## config.mk

```make
export PLATFORM = sky130hd
export DESIGN_NAME = seg7_word_decoder
export DESIGN_NICKNAME = d
export VERILOG_FILES = /design/src/rtl/seg7_pkg.sv /design/src/rtl/seg7_pattern_decode.sv /design/src/rtl/seg7_word_decoder.sv
export SDC_FILE = /design/constraint.sdc
export NUM_CORES = 1
export LEC_CHECK = 0
export BUFFER_PORTS_ARGS = -buffer_cell sky130_fd_sc_hd__buf_2
export CORE_UTILIZATION = 50
export CTS_CLUSTER_SIZE = 12
export DETAILED_ROUTE_END_ITERATION = 7
export GPL_ROUTABILITY_DRIVEN = 0
export MAX_ROUTING_LAYER = met4
export PLACE_DENSITY = 0.69
export REMOVE_ABC_BUFFERS = 1
export SLEW_MARGIN = 10
export SYNTH_ARGS = -nofsm -noshare
export SYNTH_HDL_FRONTEND = slang
export SYNTH_SLANG_ARGS = --single-unit
```

## constraint.sdc

```tcl
create_clock -name clk -period 2.4 [get_ports clk]
set_input_delay 0.48 -clock clk [delete_from_list [all_inputs] [get_ports clk]]
set_output_delay 0.48 -clock clk [all_outputs]
set_load 0.02 [all_outputs]
```

## src/rtl/seg7_pkg.sv

```systemverilog
// Shared constants and types for the 7-segment word decoder.
// Segment patterns are active-low, ordered {seg6..seg0}.
package seg7_pkg;

    localparam logic [6:0] SEG7_PAT_0 = 7'b1000000;
    localparam logic [6:0] SEG7_PAT_1 = 7'b1111001;
    localparam logic [6:0] SEG7_PAT_2 = 7'b0100100;
    localparam logic [6:0] SEG7_PAT_3 = 7'b0110000;
    localparam logic [6:0] SEG7_PAT_4 = 7'b0011001;
    localparam logic [6:0] SEG7_PAT_5 = 7'b0010010;
    localparam logic [6:0] SEG7_PAT_6 = 7'b0000010;
    localparam logic [6:0] SEG7_PAT_7 = 7'b1111000;
    localparam logic [6:0] SEG7_PAT_8 = 7'b0000000;
    localparam logic [6:0] SEG7_PAT_9 = 7'b0011000;
    localparam logic [6:0] SEG7_PAT_A = 7'b0001000;
    localparam logic [6:0] SEG7_PAT_B = 7'b0000011;
    localparam logic [6:0] SEG7_PAT_C = 7'b1000110;
    localparam logic [6:0] SEG7_PAT_D = 7'b0100001;
    localparam logic [6:0] SEG7_PAT_E = 7'b0000110;
    localparam logic [6:0] SEG7_PAT_F = 7'b0001110;

    localparam logic [6:0] SEG7_BLANK = 7'b1111111;

    typedef enum logic {
        COLLECT,
        HOLD
    } state_t;

endpackage

```

## src/rtl/seg7_pattern_decode.sv

```systemverilog
// Combinational active-low 7-segment pattern to hex nibble decoder.
// Anything outside the 16 hex glyphs (including blank) is flagged illegal.
module seg7_pattern_decode
    import seg7_pkg::*;
(
    input  logic [6:0] seg,
    output logic       legal,
    output logic [3:0] nibble
);

    always_comb begin
        legal  = 1'b1;
        nibble = 4'h0;
        case (seg)
            SEG7_PAT_0: nibble = 4'h0;
            SEG7_PAT_1: nibble = 4'h1;
            SEG7_PAT_2: nibble = 4'h2;
            SEG7_PAT_3: nibble = 4'h3;
            SEG7_PAT_4: nibble = 4'h4;
            SEG7_PAT_5: nibble = 4'h5;
            SEG7_PAT_6: nibble = 4'h6;
            SEG7_PAT_7: nibble = 4'h7;
            SEG7_PAT_8: nibble = 4'h8;
            SEG7_PAT_9: nibble = 4'h9;
            SEG7_PAT_A: nibble = 4'hA;
            SEG7_PAT_B: nibble = 4'hB;
            SEG7_PAT_C: nibble = 4'hC;
            SEG7_PAT_D: nibble = 4'hD;
            SEG7_PAT_E: nibble = 4'hE;
            SEG7_PAT_F: nibble = 4'hF;
            default:    legal  = 1'b0;
        endcase
    end

endmodule

```

## src/rtl/seg7_word_decoder.sv

```systemverilog
// Collects NUM_DIGITS 7-segment digits into one hex word on a valid/ready port.
// SEG7_WORD_DECODER_ERRCNT_EN adds a saturating bad-digit counter output.
module seg7_word_decoder
    import seg7_pkg::*;
#(
    parameter int NUM_DIGITS = 4,
    parameter int DIG_W      = 2,
    parameter int ACTIVE_LOW = 1
)
(
    input  logic                    clk,
    input  logic                    resetn,
    input  logic                    in_valid,
    output logic                    in_ready,
    input  logic [6:0]              in_seg,
    input  logic [DIG_W-1:0]        in_digit,
    output logic                    out_valid,
    input  logic                    out_ready,
    output logic [4*NUM_DIGITS-1:0] out_value,
    output logic                    out_err
`ifdef SEG7_WORD_DECODER_ERRCNT_EN
    ,
    output logic [7:0]              err_count
`endif
);

    localparam int NW = 4 * NUM_DIGITS;
    localparam int XW = DIG_W + 1;

    state_t state_q, state_d;

    logic [NUM_DIGITS-1:0] mask_q, mask_d;
    logic [NW-1:0]         slot_q, slot_d;
    logic                  err_q, err_d;

    logic [6:0]  seg_al;
    logic        legal;
    logic [3:0]  nibble;
    logic        accept;
    logic        in_range;
    logic        bad;
    logic        complete;
    logic [XW-1:0] dig_ext;

    assign seg_al = (ACTIVE_LOW != 0) ? in_seg : ~in_seg;

    seg7_pattern_decode u_dec (
        .seg    (seg_al),
        .legal  (legal),
        .nibble (nibble)
    );

    assign in_ready  = (state_q == COLLECT);
    assign out_valid = (state_q == HOLD);
    assign accept    = in_valid && in_ready;

    // Extra bit keeps the range compare meaningful when NUM_DIGITS == 2**DIG_W.
    assign dig_ext  = {1'b0, in_digit};
    assign in_range = dig_ext < XW'(NUM_DIGITS);
    assign bad      = accept && (!in_range || !legal);

    always_comb begin
        slot_d = slot_q;
        mask_d = mask_q;
        err_d  = err_q;
        if (accept) begin
            if (bad) begin
                err_d = 1'b1;
            end
            for (int i = 0; i < NUM_DIGITS; i++) begin
                if (in_range && dig_ext == XW'(i)) begin
                    slot_d[4*i +: 4] = legal ? nibble : 4'h0;
                    mask_d[i]        = 1'b1;
                end
            end
        end
        complete = accept && (&mask_d);
    end

    always_comb begin
        state_d = state_q;
        unique case (state_q)
            COLLECT: if (complete)  state_d = HOLD;
            HOLD:    if (out_ready) state_d = COLLECT;
        endcase
    end

    always_ff @(posedge clk or negedge resetn) begin
        if (!resetn) begin
            state_q   <= COLLECT;
            mask_q    <= '0;
            slot_q    <= '0;
            err_q     <= 1'b0;
            out_value <= '0;
            out_err   <= 1'b0;
        end else begin
            state_q <= state_d;
            if (state_q == HOLD) begin
                if (out_ready) begin
                    mask_q  <= '0;
                    err_q   <= 1'b0;
                    out_err <= 1'b0;
                end
            end else begin
                mask_q <= mask_d;
                slot_q <= slot_d;
                err_q  <= err_d;
                if (complete) begin
                    out_value <= slot_d;
                    out_err   <= err_d;
                end
            end
        end
    end

`ifdef SEG7_WORD_DECODER_ERRCNT_EN
    always_ff @(posedge clk or negedge resetn) begin
        if (!resetn) begin
            err_count <= 8'd0;
        end else if (bad && err_count != 8'hFF) begin
            err_count <= err_count + 8'd1;
        end
    end
`endif

endmodule
```

==> results.sh <==
export IMPL_synth_cell_types=42
export IMPL_critical_path_max_fanout=18
export IMPL_timing_final_ws_setup_ns=0.494
export IMPL_antenna_cells=0
export IMPL_power_switching_uw=892
export IMPL_worst_pin_slew_ns=0.854
export IMPL_power_frac_seq_pct=42.4
export IMPL_maxCapViolations=0
export IMPL_grt_pass1_vias=1449
export IMPL_finalPower_uw=2490
export IMPL_finalCriticalPeriod_ns=1.91
export IMPL_postCtsSetupBuffers=0
export IMPL_synth_area_leader_cell="dfrtp_1"
export IMPL_r2r_start="out_valid$_DFF_PN0_"
export IMPL_finalMaxSlewViolations=0
export IMPL_yosysSeqAreaShare_pct=48.9
export IMPL_synth_common_cells="dfrtp_1, nand2_1, nor2_1"
export IMPL_cts_tree="built"
export IMPL_fin_crit_sh_pct=79.4
export IMPL_async_flop_share_pct=100
export IMPL_required_ns=2.64
export IMPL_place_ws_ns=0.174
export IMPL_num_rows=22
export IMPL_drcViolationCount=0
export IMPL_mappedNetlistArea_mm2=0.00200
export IMPL_die_w_um=65.2
export IMPL_synth_avg_cell_area_um2=10.3
export IMPL_r2r_cells=5
export IMPL_routedWlPerCell_um=15.6
export IMPL_drt_total_wl_um=4220
export IMPL_ys_ff_latch=39
export IMPL_critPathCapture="out_value[6]$_DFFE_PN0P_"
export IMPL_track_usage_pct=22.7
export IMPL_clockRootBuffer="clkbuf_8"
export IMPL_drtIter0Drc=70
export IMPL_hold_buffers=0
export IMPL_crit_path_top_delay_cell="or4b_4"
export IMPL_cts_sinks=39
export IMPL_rsz0062_at_grt="no"
export IMPL_synth_edf_count=0
export IMPL_max_freq_ghz=0.525
export IMPL_antenna_found_initial=0
export IMPL_nFillCells=333
export IMPL_ir_worst_vdd_uv=795
export IMPL_path_cells="buf_2, or4b_4, a2111oi_4, nor4_4, a21oi_2, mux2_2"
export IMPL_hp_class="in2async"
export IMPL_p_per_area_mw_per_mm2=1070
export IMPL_hold_violations=0
export IMPL_die_area_mm2=0.00425
export IMPL_cpPeakStageDelay_ns=0.57
export IMPL_dr_pass1_iters=4
export IMPL_synth_most_common_cell="dfrtp_1"
export IMPL_synth_ff_type="dfrtp_1"
export IMPL_start_util_pct=53.3
export IMPL_ios=32
export IMPL_ant_nets=0
export IMPL_arrival_ns=2.15
export IMPL_synthTopCellsByArea="dfrtp_1, mux2_2, nand2b_1"
export IMPL_vias_per_cell=5.84
export IMPL_die_y_um=65.2
export IMPL_start_kind="input pin"
export IMPL_io_buffers=31
export IMPL_final_setup_viol_count=0
export IMPL_path_class="in2reg"
export IMPL_coreArea_mm2=0.00374
export IMPL_crit_start="in_seg[0]"
export IMPL_leakage_uw=0.00100
export IMPL_swShare_pct=35.8
export IMPL_final_net_count=235
export IMPL_final_layout_size_suffix_gt1_share_pct=28.7
export IMPL_grt_pass1_wl_um=6980
export IMPL_endpoint_kind="flip-flop"
export IMPL_finalSetupTns_ns=0
export IMPL_r2r_end="out_value[15]$_DFFE_PN0P_"
export IMPL_clkPwrFrac_pct=22.3
export IMPL_postCtsResizedCells=0
export IMPL_clkTransAtPathRegs_ns=0.09
export IMPL_p_comb_share_pct=35.4
export IMPL_outcome="completed"
export IMPL_synth_top_cell_area_share_pct=48.9
export IMPL_slew_headroom_pct=43.1
export IMPL_overflow=0
export IMPL_syn2layout_area_growth_pct=15.9
export IMPL_clock_latency_ns=0.31
export IMPL_cts_buffers=5
export IMPL_fin_skew_ns=0.0111
export IMPL_cts_buffer_depth=2
export IMPL_postSynthCellCount=193
export IMPL_htree_num_levels=2
export IMPL_yosysWarnings=0
export IMPL_grt_max_degree=40
export IMPL_rrSetupSlack_ns=0.62
export IMPL_dr_total_vias=1583
export IMPL_place_hpwl_um=2880
export IMPL_cell_internal_pwr_uw=1600
power groups by stage:
stage / Combinational [uW] / Sequential, uW / Clock, uW
floorplan: 420 / 1210 / 0
detailed placement: 885 / 1070 / 0
global route: 969 / 1080 / 586
global placement: 855 / 1050 / 0
finish: 879 / 1050 / 554
CTS: 888 / 1060 / 564
cell type report:
| type | instances | area (um^2) | area share, % |
|---|---|---|---|
| Sequential cell | 39 | 976 | 42.2 |
| Inverter | 3 | 11.3 | 0.486 |
| Tap cell | 48 | 60.1 | 2.59 |
| Multi-Input combinational cell | 137 | 950 | 41.0 |
| Clock inverter | 3 | 43.8 | 1.89 |
| Clock buffer | 5 | 68.8 | 2.97 |
| Timing Repair Buffer | 36 | 205 | 8.86 |
critical path: cells and delay by family:
family,cells,cell delay [ns]
AO/OA/AOI/OAI,2,0.61
AND/OR/NAND/NOR,2,0.68
buffers and inverters,1,0.19
multiplexers,1,0.17
cells in the final DEF (no fill, tap or decap), types with 4 or more instances in the layout:
cell type  netlist  layout
nor2_1          14      14
nand3b_1         5       5
dfrtp_1         39      39
buf_2            6      31
nand2_1         18      18
clkbuf_8         0       5
nor4bb_1         4       4
o21a_1           4       4
buf_4            0       4
mux2_2           8       8
nor3_1           4       4
a21oi_1         12      12
nand2b_1        13      13
o21ai_0          7       7
o221ai_1         8       8
kinds of logic after synthesis:
family                 count (synthesis)  synth area share, %
AO/OA/AOI/OAI                         51                 18.6
buffers and inverters                 17                 3.57
flip-flops                            39                 48.9
multiplexers                          10                 5.58
AND/OR/NAND/NOR                       76                 23.4
stage by stage:
stage / hold slack, ns / cells / instance area [um^2] / util [%]
finish: 0.281 / 271 / 2310 / 61.8
global route: 0.347 / 271 / 2310 / 61.8
CTS: 0.301 / 271 / 2310 / 61.8
detailed placement: 0.456 / 263 / 2200 / 58.8
global placement: 0.451 / 263 / 2200 / 58.8
floorplan: 0.184 / 179 / 1940 / -
layer usage:
| metal | vias to the layer above | track usage, % | share of wire, % | wire, um |
|---|---|---|---|---|
| li1 | 771 | - | - | - |
| met2 | 42 | 34.0 | 46 | 1950 |
| met1 | 761 | 29.9 | 47 | 1990 |
| met5 | - | - | 0 | 0 |
| met3 | 9 | 4.69 | 4.7 | 197 |
| met4 | 0 | 9.78 | 1.9 | 80 |
flip-flops by register name, indices dropped and copies added, names as in the netlist:
name       cells
err_q          1
out_err        1
out_value     16
slot_q        16
mask_q         4
out_valid      1
worst min path at each step:
| stage | endpoint | slack [ns] |
|---|---|---|
| floorplan | err_q$_DFFE_PN0P_ | 0.18 |
| global placement | slot_q[14]$_DFFE_PN0N_ | 0.45 |
| detailed placement | slot_q[14]$_DFFE_PN0N_ | 0.46 |
| CTS | slot_q[13]$_DFFE_PN0N_ | 0.30 |
| global route | out_value[7]$_DFFE_PN0P_ | 0.35 |
| finish | out_value[15]$_DFFE_PN0P_ | 0.28 |
Power figures use the tool's default switching activity.
